## config.mk

```make
export PLATFORM = sky130hd
export DESIGN_NAME = herculesae_vx_ghash_red
export DESIGN_NICKNAME = d
export VERILOG_FILES = /design/src/rtl/herculesae_vx_ghash_red.sv
export SDC_FILE = /design/constraint.sdc
export NUM_CORES = 1
export LEC_CHECK = 0
export CORE_MARGIN = 2
export CORE_UTILIZATION = 59
export CTS_BUF_LIST = sky130_fd_sc_hd__clkbuf_8
export DETAILED_ROUTE_END_ITERATION = 16
export GPL_TIMING_DRIVEN = 0
export PLACE_DENSITY_LB_ADDON = 0.2
export RECOVER_POWER = 50
export SKIP_LAST_GASP = 1
export SYNTH_ARGS = -nofsm -noshare
export SYNTH_HDL_FRONTEND = slang
export SYNTH_SLANG_ARGS = --single-unit
```

## constraint.sdc

```tcl
create_clock -name clk -period 2.6 [get_ports clk]
set_input_delay 0.52 -clock clk [delete_from_list [all_inputs] [get_ports clk]]
set_output_delay 0.52 -clock clk [all_outputs]
set_load 0.01 [all_outputs]
```

## src/rtl/herculesae_vx_ghash_red.sv

```systemverilog
// GHASH reduction stage: gathers Karatsuba LO/HI/MID partial products and
// reduces the 256-bit carry-less product modulo x^128 + x^7 + x^2 + x + 1.
module herculesae_vx_ghash_red (
  input  logic         clk,
  input  logic         reset,
  input  logic         pval_v2,
  input  logic [1:0]   ptype_v2,
  input  logic [127:0] pdata_v2,
  input  logic         flush_v2,
  output logic         ghash_vld_v3_q,
  output logic [127:0] ghash_out_v3_q,
  output logic         seq_err_v3_q,
  output logic         busy_v2
);

  typedef enum logic [1:0] {
    S_IDLE,
    S_GOT_LO,
    S_GOT_HI,
    S_RED
  } state_e;

  localparam logic [1:0] T_LO  = 2'b00;
  localparam logic [1:0] T_HI  = 2'b01;
  localparam logic [1:0] T_MID = 2'b10;

  state_e       state_q, state_d;
  logic [127:0] lo_q, hi_q, mid_q;
  logic         lo_we, hi_we, mid_we;
  logic         err_d;

  logic [255:0] p;
  logic [134:0] t_in, t;
  logic [127:0] u_in, u;
  logic [127:0] red;

  always_comb begin
    state_d = state_q;
    lo_we   = 1'b0;
    hi_we   = 1'b0;
    mid_we  = 1'b0;
    err_d   = 1'b0;
    if (flush_v2) begin
      state_d = S_IDLE;
    end else if (pval_v2) begin
      unique case (state_q)
        S_IDLE, S_RED: begin
          if (ptype_v2 == T_LO) begin
            lo_we   = 1'b1;
            state_d = S_GOT_LO;
          end else begin
            err_d   = 1'b1;
            state_d = S_IDLE;
          end
        end
        S_GOT_LO: begin
          if (ptype_v2 == T_HI) begin
            hi_we   = 1'b1;
            state_d = S_GOT_HI;
          end else if (ptype_v2 == T_LO) begin
            lo_we   = 1'b1;
            err_d   = 1'b1;
            state_d = S_GOT_LO;
          end else begin
            err_d   = 1'b1;
            state_d = S_IDLE;
          end
        end
        S_GOT_HI: begin
          if (ptype_v2 == T_MID) begin
            mid_we  = 1'b1;
            state_d = S_RED;
          end else if (ptype_v2 == T_LO) begin
            lo_we   = 1'b1;
            err_d   = 1'b1;
            state_d = S_GOT_LO;
          end else begin
            err_d   = 1'b1;
            state_d = S_IDLE;
          end
        end
        default: state_d = S_IDLE;
      endcase
    end else if (state_q == S_RED) begin
      state_d = S_IDLE;
    end
  end

  // Bit 127 of HI reaches x^255, so the product is kept at 256 bits.
  always_comb begin
    p = {hi_q, 128'b0}
      ^ ({128'b0, mid_q ^ lo_q ^ hi_q} << 64)
      ^ {128'b0, lo_q};
    t_in = {7'b0, p[255:128]};
    t    = t_in ^ (t_in << 1) ^ (t_in << 2) ^ (t_in << 7);
    u_in = {121'b0, t[134:128]};
    u    = u_in ^ (u_in << 1) ^ (u_in << 2) ^ (u_in << 7);
    red  = p[127:0] ^ t[127:0] ^ u;
  end

  always_ff @(posedge clk) begin
    if (reset) begin
      state_q        <= S_IDLE;
      lo_q           <= '0;
      hi_q           <= '0;
      mid_q          <= '0;
      ghash_vld_v3_q <= 1'b0;
      ghash_out_v3_q <= '0;
      seq_err_v3_q   <= 1'b0;
    end else begin
      state_q        <= state_d;
      if (lo_we)  lo_q  <= pdata_v2;
      if (hi_we)  hi_q  <= pdata_v2;
      if (mid_we) mid_q <= pdata_v2;
      ghash_vld_v3_q <= (state_q == S_RED);
      if (state_q == S_RED) ghash_out_v3_q <= red;
      seq_err_v3_q   <= err_d;
    end
  end

  assign busy_v2 = (state_q != S_IDLE);

endmodule
```

; ---- Word level (Yosys, flattened, before mapping)
; Cells that the tools add are included.
[totals]
inputBits = 134
word_cells = 56
output_inout_bits = 131
reg_bits = 516
[op_classes]
n_reduce_logical = 7
n_eq_ne = 5
bitwise_logic = 13
mux = 24
[op_table]
columns = operator, count
row1 = $xor 128x128->128, 3
row2 = $xor 256x128->256, 1
row3 = $xor 256x192->256, 1
row4 = $xor 130x135->135, 1
row5 = $xor 129x130->130, 1
row6 = $xor 128x129->129, 1
row7 = $xor 128x14->128, 1
row8 = $mux 1, 17
row9 = $xor 9x14->14, 1
row10 = $xor 8x9->9, 1
row11 = $mux 2, 4
row12 = $xor 7x8->8, 1
row13 = $eq 2x2->1 const B, 3
row14 = $pmux 1 s3, 2
row15 = $pmux 2 s3, 1
row16 = $eq 2x1->1 const B, 2
row17 = $logic_not 2->1, 2
row18 = $reduce_bool 2->1, 2
row19 = $reduce_or 2->1, 2
row20 = $reduce_or 3->1, 1
row21 = $not 1->1, 1

; ---- Depth between registers and ports, before layout
; Gate-level depths: netlist (run 1).
[depth]
ltp_word = 11
ltp_mapped = 8
ltp_nobuf = 7

; ---- Worst setup path after synthesis (run 1)
; No wires, ideal clock.
[synth_path]
kind = reg-to-reg
startpoint = register hi_q[70]
endpoint = register ghash_out_v3_q[7]
path_buffers = 1
stages_incl_launch_ff = 7
setup_time_ns = 0.086
required_time_ns = 2.514
arrival_ns = 1.777
period_less_slack_ns = 1.863
path_slack_ns = 0.737
path_cell_list = dfxtp_1 -> buf_2 -> xnor3_1 -> xnor2_1 -> xnor2_1 -> xnor3_1 -> a211oi_1
[synth_between]
elab_chain_cells = 8
[synth_lines]
columns = item, line
row1 = "start, declared", 28  ; logic [127:0] lo_q, hi_q, mid_q;
row2 = "start signal, assigned", 113  ; if (hi_we) hi_q <= pdata_v2;
row3 = $xor 128x128->128, 92  ; ^ ({128'b0, mid_q ^ lo_q ^ hi_q} << 64)
row4 = $xor 256x192->256, 92
row5 = $xor 256x128->256, 93  ; ^ {128'b0, lo_q};
row6 = $xor 128x129->129, 95  ; t = t_in ^ (t_in << 1) ^ (t_in << 2) ^ (t_in << 7);
row7 = $xor 129x130->130, 95
row8 = $xor 130x135->135, 95
row9 = $xor 128x128->128, 98  ; red = p[127:0] ^ t[127:0] ^ u;
row10 = $xor 128x14->128, 98
row11 = "end signal, assigned", 116  ; if (state_q == S_RED) ghash_out_v3_q <= red;
row12 = "end, declared", 11  ; output logic [127:0] ghash_out_v3_q,
; Every way passes these cells.
; A chain may end at the register's enable or synchronous reset.

; ---- Final worst setup path (run 1)
[layout_path]
startpoint = register hi_q[106]
endpoint = register ghash_out_v3_q[44]
[layout_between]
elab_chain_cells = 7
[layout_lines]
columns = item, line
row1 = $xor 128x128->128, 92
row2 = $xor 256x192->256, 92
row3 = $xor 256x128->256, 93
row4 = $xor 129x130->130, 95
row5 = $xor 130x135->135, 95
row6 = $xor 128x128->128, 98
row7 = $xor 128x14->128, 98
; Every way passes these cells.

==> results.tsv, run 1 <==
metric	value	unit
post-route insts no fill	3796	
main combinational cell family by area after synthesis	XOR/XNOR gates	
critical path type	reg -> reg	
dpl hpwl	57.85	mm
power density over the cells	545.5	mW/mm^2
simple-gate share of the synthesized area	0.1397	
vias in the first global route	20720	
Seq/Total Area, Yosys	0.4176	
placed insts	3655	
Final Skew	23.14	ps
row cnt	75	
commonest non-fill, non-tap cell in the layout	nand2_1	
Syn Inst Count	2854	
clock sink count	516	
via count	21200	
DR iter-0 viols	1821	
Max clock buf depth	3	
WL final	78.73	mm
Startpoint Class	register	
Int Pwr	12150	uW
syn nets	2992	
largest net degree at the start of global routing	12	
antenna-violating nets left	0	
die extent in y	208.8	um
Hold Path Sink	seq_err_v3_q$_SDFF_PP0_	
per-cell routed wire length	20.74	um
Setup Viol. Count Final	0	
Via-to-Cell Ratio	5.585	
Register-to-Register Path Depth	6	
Max-Cap Viols	0	
clk slew on worst S/H paths	60	ps
required time worst endpoint	3130	ps
core area	0.04167	mm^2
RSZ-0062 raised after global routing	no	
layout cells sized above 1	0.04853	
initial antenna violation count	3	
IO Count	265	
most frequent cells in the layout	819 x nand2_1, 515 x dfxtp_1, 455 x xnor2_1	
Critical Path AT	3030	ps
post-synthesis mux area share	0.001214	
Synth Area in XOR/XNOR	0.2929	
dpl ws	-549.5	ps
Final Wtd Congestion	0.9309	
Avg Inst Size Synth	8.667	um^2
flops & latches, synth	516	
port bufs	262	
Synth Cell Area	0.02473	mm^2
H-tree levels	3	
fin nets	3340	
Worst R2R Setup Slack	100	ps
Initial Util	0.5937	
Sw Share	0.2490	
status	complete, no violations	
Final Slew Violations	0	
Remaining DRCs	0	
Static Leak	0.01097	uW
Compound-Gate Fraction of Synth Area	0.1128	
die area	0.04358	mm^2
worst slew pin tran	1234	ps
Area Overhead vs Synth	19.93	%
DIE WIDTH	208.8	um
CTS tree	built	
total CTS buffers	84	
Yosys warning count	0	
FF-to-FF Start	hi_q[106]$_SDFFE_PP0P_	
final period utilization	0.9619	
hold path depth	3	
Hold Violations, Final	0	
Cell variety after synth	32	
final worst setup slack	98.94	ps
Slew headroom	0.1562	
Fmax achieved	0.3998	GHz
Max FO, Critical Path	5	
reg2reg end	ghash_out_v3_q[44]$_SDFFE_PP0P_	
Clk Latency, worst-skew pair	660	ps
hold_sp	ptype_v2[1]	
HP Class	in -> reg	
Clock Power Share	0.434	
TNS Setup	0	ps
Setup crit end kind	register	
net switching power	4029	uW
combinational share of power	0.072	
post-synthesis adder-cell area fraction	0.002023	
Reg power frac	0.494	
peak supply drop	0.5407	mV
DR pass1 iterations	7	
aggregate global routing overflow	0	
Final min period	2501	ps
first-pass GRT wire length	118.1	mm
Total Routing Usage GR	0.3543	
Clock Tree Root	clkbuf_8	
## cells by family after synthesis
family,count (synthesis)
AOI/OAI and AO/OA,515
xor gates and xnor gates,693
adders and majority gates,4
buffers and inverters,210
DFF,516
muxes,3
and+or+nand+nor,913
## power by group through the flow
stage	clock network [uW]	logic [uW]	registers (uW)
global placement	0	1120	8160
global route	7370	1210	7990
detailed placement	0	1130	8160
floorplan	0	595	8150
finish	7030	1160	7990
CTS	7030	1140	7990
## flip-flops by register name (all words and copies together), names as in the netlist
| name | flops |
|---|---|
| ghash_vld_v3_q | 1 |
| mid_q | 128 |
| seq_err_v3_q | 1 |
| hi_q | 128 |
| lo_q | 128 |
| state_q | 2 |
| ghash_out_v3_q | 128 |
## per-stage QoR
step	hold WS, ps	power [uW]	area (um^2)	utilization
after floorplan	436.8	8749	24740	-
after global placement	438.5	9284	28030	0.6728
after detailed placement	443.7	9295	28030	0.6728
after CTS	341.4	16160	29670	0.7120
after global routing	384.7	16570	29660	0.7120
final	409.9	16180	29660	0.7120
## cell usage after synthesis
| cell type | n | area share |
|---|---|---|
| xnor3_1 | 74 | 0.067 |
| xnor2_1 | 454 | 0.16 |
| a211oi_1 | 69 | 0.021 |
| inv_1 | 6 | 0.00091 |
| mux2i_1 | 3 | 0.0012 |
| buf_4 | 5 | 0.0015 |
| nor2b_1 | 1 | 0.00025 |
| o22ai_1 | 1 | 0.00025 |
| xnor2_2 | 7 | 0.0046 |
| o21ai_0 | 51 | 0.010 |
| ha_1 | 4 | 0.0020 |
| or2_2 | 1 | 0.00025 |
| or3_1 | 2 | 0.00051 |
| xor3_1 | 2 | 0.0019 |
| nor2_1 | 80 | 0.012 |
| a2111oi_0 | 1 | 0.00035 |
| a22o_1 | 5 | 0.0018 |
| a211oi_2 | 1 | 0.00051 |
| nor3_1 | 4 | 0.00081 |
| clkbuf_1 | 174 | 0.026 |
| nand2_1 | 819 | 0.12 |
| nand2b_1 | 5 | 0.0013 |
| xor2_2 | 1 | 0.00066 |
| a21oi_1 | 385 | 0.078 |
| buf_2 | 22 | 0.0045 |
| dfxtp_1 | 516 | 0.42 |
| xor2_1 | 151 | 0.053 |
| nand3_1 | 1 | 0.00020 |
| xnor2_4 | 2 | 0.0022 |
| a32oi_1 | 2 | 0.00071 |
| xnor3_2 | 2 | 0.0019 |
| buf_1 | 3 | 0.00046 |
## critical path, cell delays in order (launching register included)
cell      delay, ps
dfxtp_1         300
clkbuf_1        340
xnor2_1         150
xnor2_1         720
xnor3_1         490
xnor2_1         260
o21ai_0         110
## cell type report
type                       count  area, um^2
antenna                        1       2.502
tap                          539       674.4
clock buffer                 108        1486
timing repair buffer         262        2623
inverter                       6       22.52
buffer                       204       815.8
multi-input combinational   2128       13560
clock inverter                32       146.4
fill                        3355       12000
sequential                   516       10330
## what timing repair did
action                                  CTS  global route
endpoints found under the setup margin   56           115
resized for setup                         1            13
buffers inserted                          0             0
hold buffers                              0             0
## metal layers
layer  vias to the layer above  track usage  routed length [um]
li1                       9860            -                   -
met1                     10130       0.4574               32210
met2                       977       0.5733               36080
met3                       226      0.06793                6664
met4                         4       0.1707                3755
met5                         -            0                  23
## worst max path at each step
stage | startpoint | to | depth (start not counted)
after floorplan | hi_q[70]$_SDFFE_PP0P_ | ghash_out_v3_q[7]$_SDFFE_PP0P_ | 6
after global placement | reset | hi_q[112]$_SDFFE_PP0P_ | 5
after detailed placement | flush_v2 | hi_q[102]$_SDFFE_PP0P_ | 7
after CTS | state_q[0]$_SDFFE_PP0P_ | busy_v2 | 4
after global routing | flush_v2 | lo_q[100]$_SDFFE_PP0P_ | 7
final | hi_q[106]$_SDFFE_PP0P_ | ghash_out_v3_q[44]$_SDFFE_PP0P_ | 6
(Power assumes the default switching activity.)
==> run 2, diff against run 1 <==
--- a/config.mk
+++ b/config.mk
@@ -7,7 +7,7 @@
 export LEC_CHECK = 0
 export CORE_MARGIN = 2
 export CORE_UTILIZATION = 59
-export CTS_BUF_LIST = sky130_fd_sc_hd__clkbuf_8
+export CTS_BUF_LIST = sky130_fd_sc_hd__clkbuf_4 sky130_fd_sc_hd__clkbuf_8
 export DETAILED_ROUTE_END_ITERATION = 16
 export GPL_TIMING_DRIVEN = 0
 export PLACE_DENSITY_LB_ADDON = 0.2
==> results.tsv, run 2 (same netlist as run 1, synthesis figures left out) <==
metric	value	unit	change
Clock Tree Root	clkbuf_8		unchanged
Pwr Total	16490	uW	was 16180 uW
power density over the cells	554.2	mW/mm^2	was 545.5 mW/mm^2
grt peak-use layer	met2		unchanged
antenna-violating nets left	0		unchanged
Int Pwr	12480	uW	was 12150 uW
Total Routing Usage GR	0.3545		was 0.3543
crit-path cells	inv_1, ha_1, nand3_1, or2_2, clkbuf_1, buf_1, nand2_1, a21oi_1		was clkbuf_1, xnor2_1, xnor2_1, xnor3_1, xnor2_1, o21ai_0
setup bufs post-CTS	0		unchanged
Reg power frac	0.485		was 0.494
Final Slew Violations	0		unchanged
Remaining DRCs	0		unchanged
Critical Path AT	3120	ps	was 3030 ps
Area Overhead vs Synth	20.31	%	was 19.93%
layout cells sized above 1	0.05559		was 0.04853
Clock Power Share	0.445		was 0.434
CP max-delay cell	buf_1		was xnor2_1
combinational share of power	0.070		was 0.072
fin nets	3340		unchanged
CTS tree	built		unchanged
Max FO, Critical Path	10		was 5
critical path type	reg -> reg		unchanged
largest net degree at the start of global routing	12		unchanged
Filler cells	3339		was 3355
Hold Violations, Final	0		unchanged
worst slew pin tran	1257	ps	was 1234 ps
total CTS buffers	84		unchanged
met1 track demand over resource	0.4583		was 0.4574
Setup Viol. Count Final	0		unchanged
Clk Latency, worst-skew pair	670	ps	was 660 ps
DIE WIDTH	208.8	um	unchanged
row cnt	75		unchanged
port bufs	262		unchanged
status	complete, no violations		unchanged
Fmax achieved	0.3941	GHz	was 0.3998 GHz
Final min period	2537	ps	was 2501 ps
first-pass GRT wire length	118.1	mm	unchanged
Slew headroom	0.1400		was 0.1562
peak supply drop	0.5351	mV	was 0.5407 mV
RSZ-0062 raised after global routing	no		unchanged
Sw Share	0.2430		was 0.2490
net switching power	4009	uW	was 4029 uW
Initial Util	0.5937		unchanged
aggregate global routing overflow	0		unchanged
DR pass1 iterations	6		was 7
Finished Cell Area	0.02976	mm^2	was 0.02966 mm^2
die extent in y	208.8	um	unchanged
Global Route met3 Usage	0.06643		was 0.06793
Static Leak	0.01096	uW	was 0.01097 uW
Final Skew	19.52	ps	was 23.14 ps
IO Count	265		unchanged
Via-to-Cell Ratio	5.579		was 5.585
required time worst endpoint	3180	ps	was 3130 ps
DP Area	0.02803	mm^2	unchanged
core area	0.04167	mm^2	unchanged
final period utilization	0.9759		was 0.9619
die area	0.04358	mm^2	unchanged
clk slew on worst S/H paths	60	ps	about the same
dpl hpwl	57.85	mm	unchanged
H-tree levels	3		unchanged
Setup crit end kind	register		unchanged
TNS Setup	0	ps	unchanged
critical path's top delay family	buffers and inverters		was XOR/XNOR gates
most frequent cells in the layout	819 x nand2_1, 516 x dfxtp_1, 454 x xnor2_1		was 819 x nand2_1, 515 x dfxtp_1, 455 x xnor2_1
per-cell routed wire length	20.75	um	was 20.74 um
Max clock buf depth	3		unchanged
HP Class	in -> reg		unchanged
Final Wtd Congestion	0.9309		unchanged
final core occ	0.7143		was 0.7120
WL final	78.79	mm	was 78.73 mm
via count	21180		was 21200
clock sink count	516		unchanged
initial antenna violation count	3		unchanged
met2 usage	0.5718		was 0.5733
Startpoint Class	register		unchanged
DR iter-0 viols	1821		unchanged
Max-Cap Viols	0		unchanged
vias in the first global route	20720		unchanged
CP max stage delay	630	ps	was 720 ps
commonest non-fill, non-tap cell in the layout	nand2_1		unchanged
Buf/Inv on CP	3		was 1
[run 2: final cells by class]
| cell class | count | area, um^2 | area share |
|---|---|---|---|
| Sequential cell | 516 | 10330 | 0.3471 |
| Clock inverter | 9 | 60.06 | 0.002018 |
| Timing Repair Buffer | 262 | 2623 | 0.08812 |
| Antenna cell | 2 | 5.005 | 0.0001682 |
| Clock buffer | 131 | 1659 | 0.05575 |
| Inverter | 6 | 22.52 | 0.0007568 |
| Multi-Input combinational cell | 2128 | 13570 | 0.4560 |
| Buffer | 204 | 815.8 | 0.02741 |
| Tap cell | 539 | 674.4 | 0.02266 |
[run 2: metal layers]
metal / part of all wire / vias up
li1: - / 9878
met1: 0.41 / 10090
met2: 0.46 / 986
met3: 0.086 / 228
met4: 0.049 / 2
met5: 0.000063 / -
[run 2: metrics by stage]
stage | setup WS [ps] | cells | hold slack [ps]
floorplan | 737.1 | 2854 | 436.8
global placement | -486.3 | 3655 | 438.5
detailed placement | -549.5 | 3655 | 443.7
CTS | 3.834 | 3795 | 341.4
global route | 1.839 | 3796 | 384.8
finish | 62.56 | 3797 | 422.1
[run 2: tightest hold or removal path, delay by kind of cell]
family | cells | cell delay (ps)
compound gates | 1 | 150
buf+inv | 1 | 180
simple gates | 1 | 140
[run 2: worst paths after layout]
kind / slack, ps / cells past startpoint / end / from
max: 60 / 8 / mid_q[116]$_SDFFE_PP0P_ / state_q[0]$_SDFFE_PP0P_
min: 420 / 3 / seq_err_v3_q$_SDFF_PP0_ / ptype_v2[1]
max reg2reg: 60 / 8 / mid_q[116]$_SDFFE_PP0P_ / state_q[0]$_SDFFE_PP0P_
min reg2reg: 450 / 2 / ghash_out_v3_q[28]$_SDFFE_PP0P_ / ghash_out_v3_q[28]$_SDFFE_PP0P_
[run 2: power groups by stage]
stage	Sequential [uW]	Combinational, uW	Clock [uW]
final	7990	1160	7340
after global routing	7990	1210	7700
after CTS	7990	1140	7360
after detailed placement	8160	1130	0
after global placement	8160	1120	0
after floorplan	8150	595	0
[run 2: timing repair]
action,in CTS,in global routing
cloned,0,0
hold buffers,0,0
pin swaps,0,0
endpoints found under the setup margin,56,92
hold endpoints to repair,0,0
resized for setup,1,13
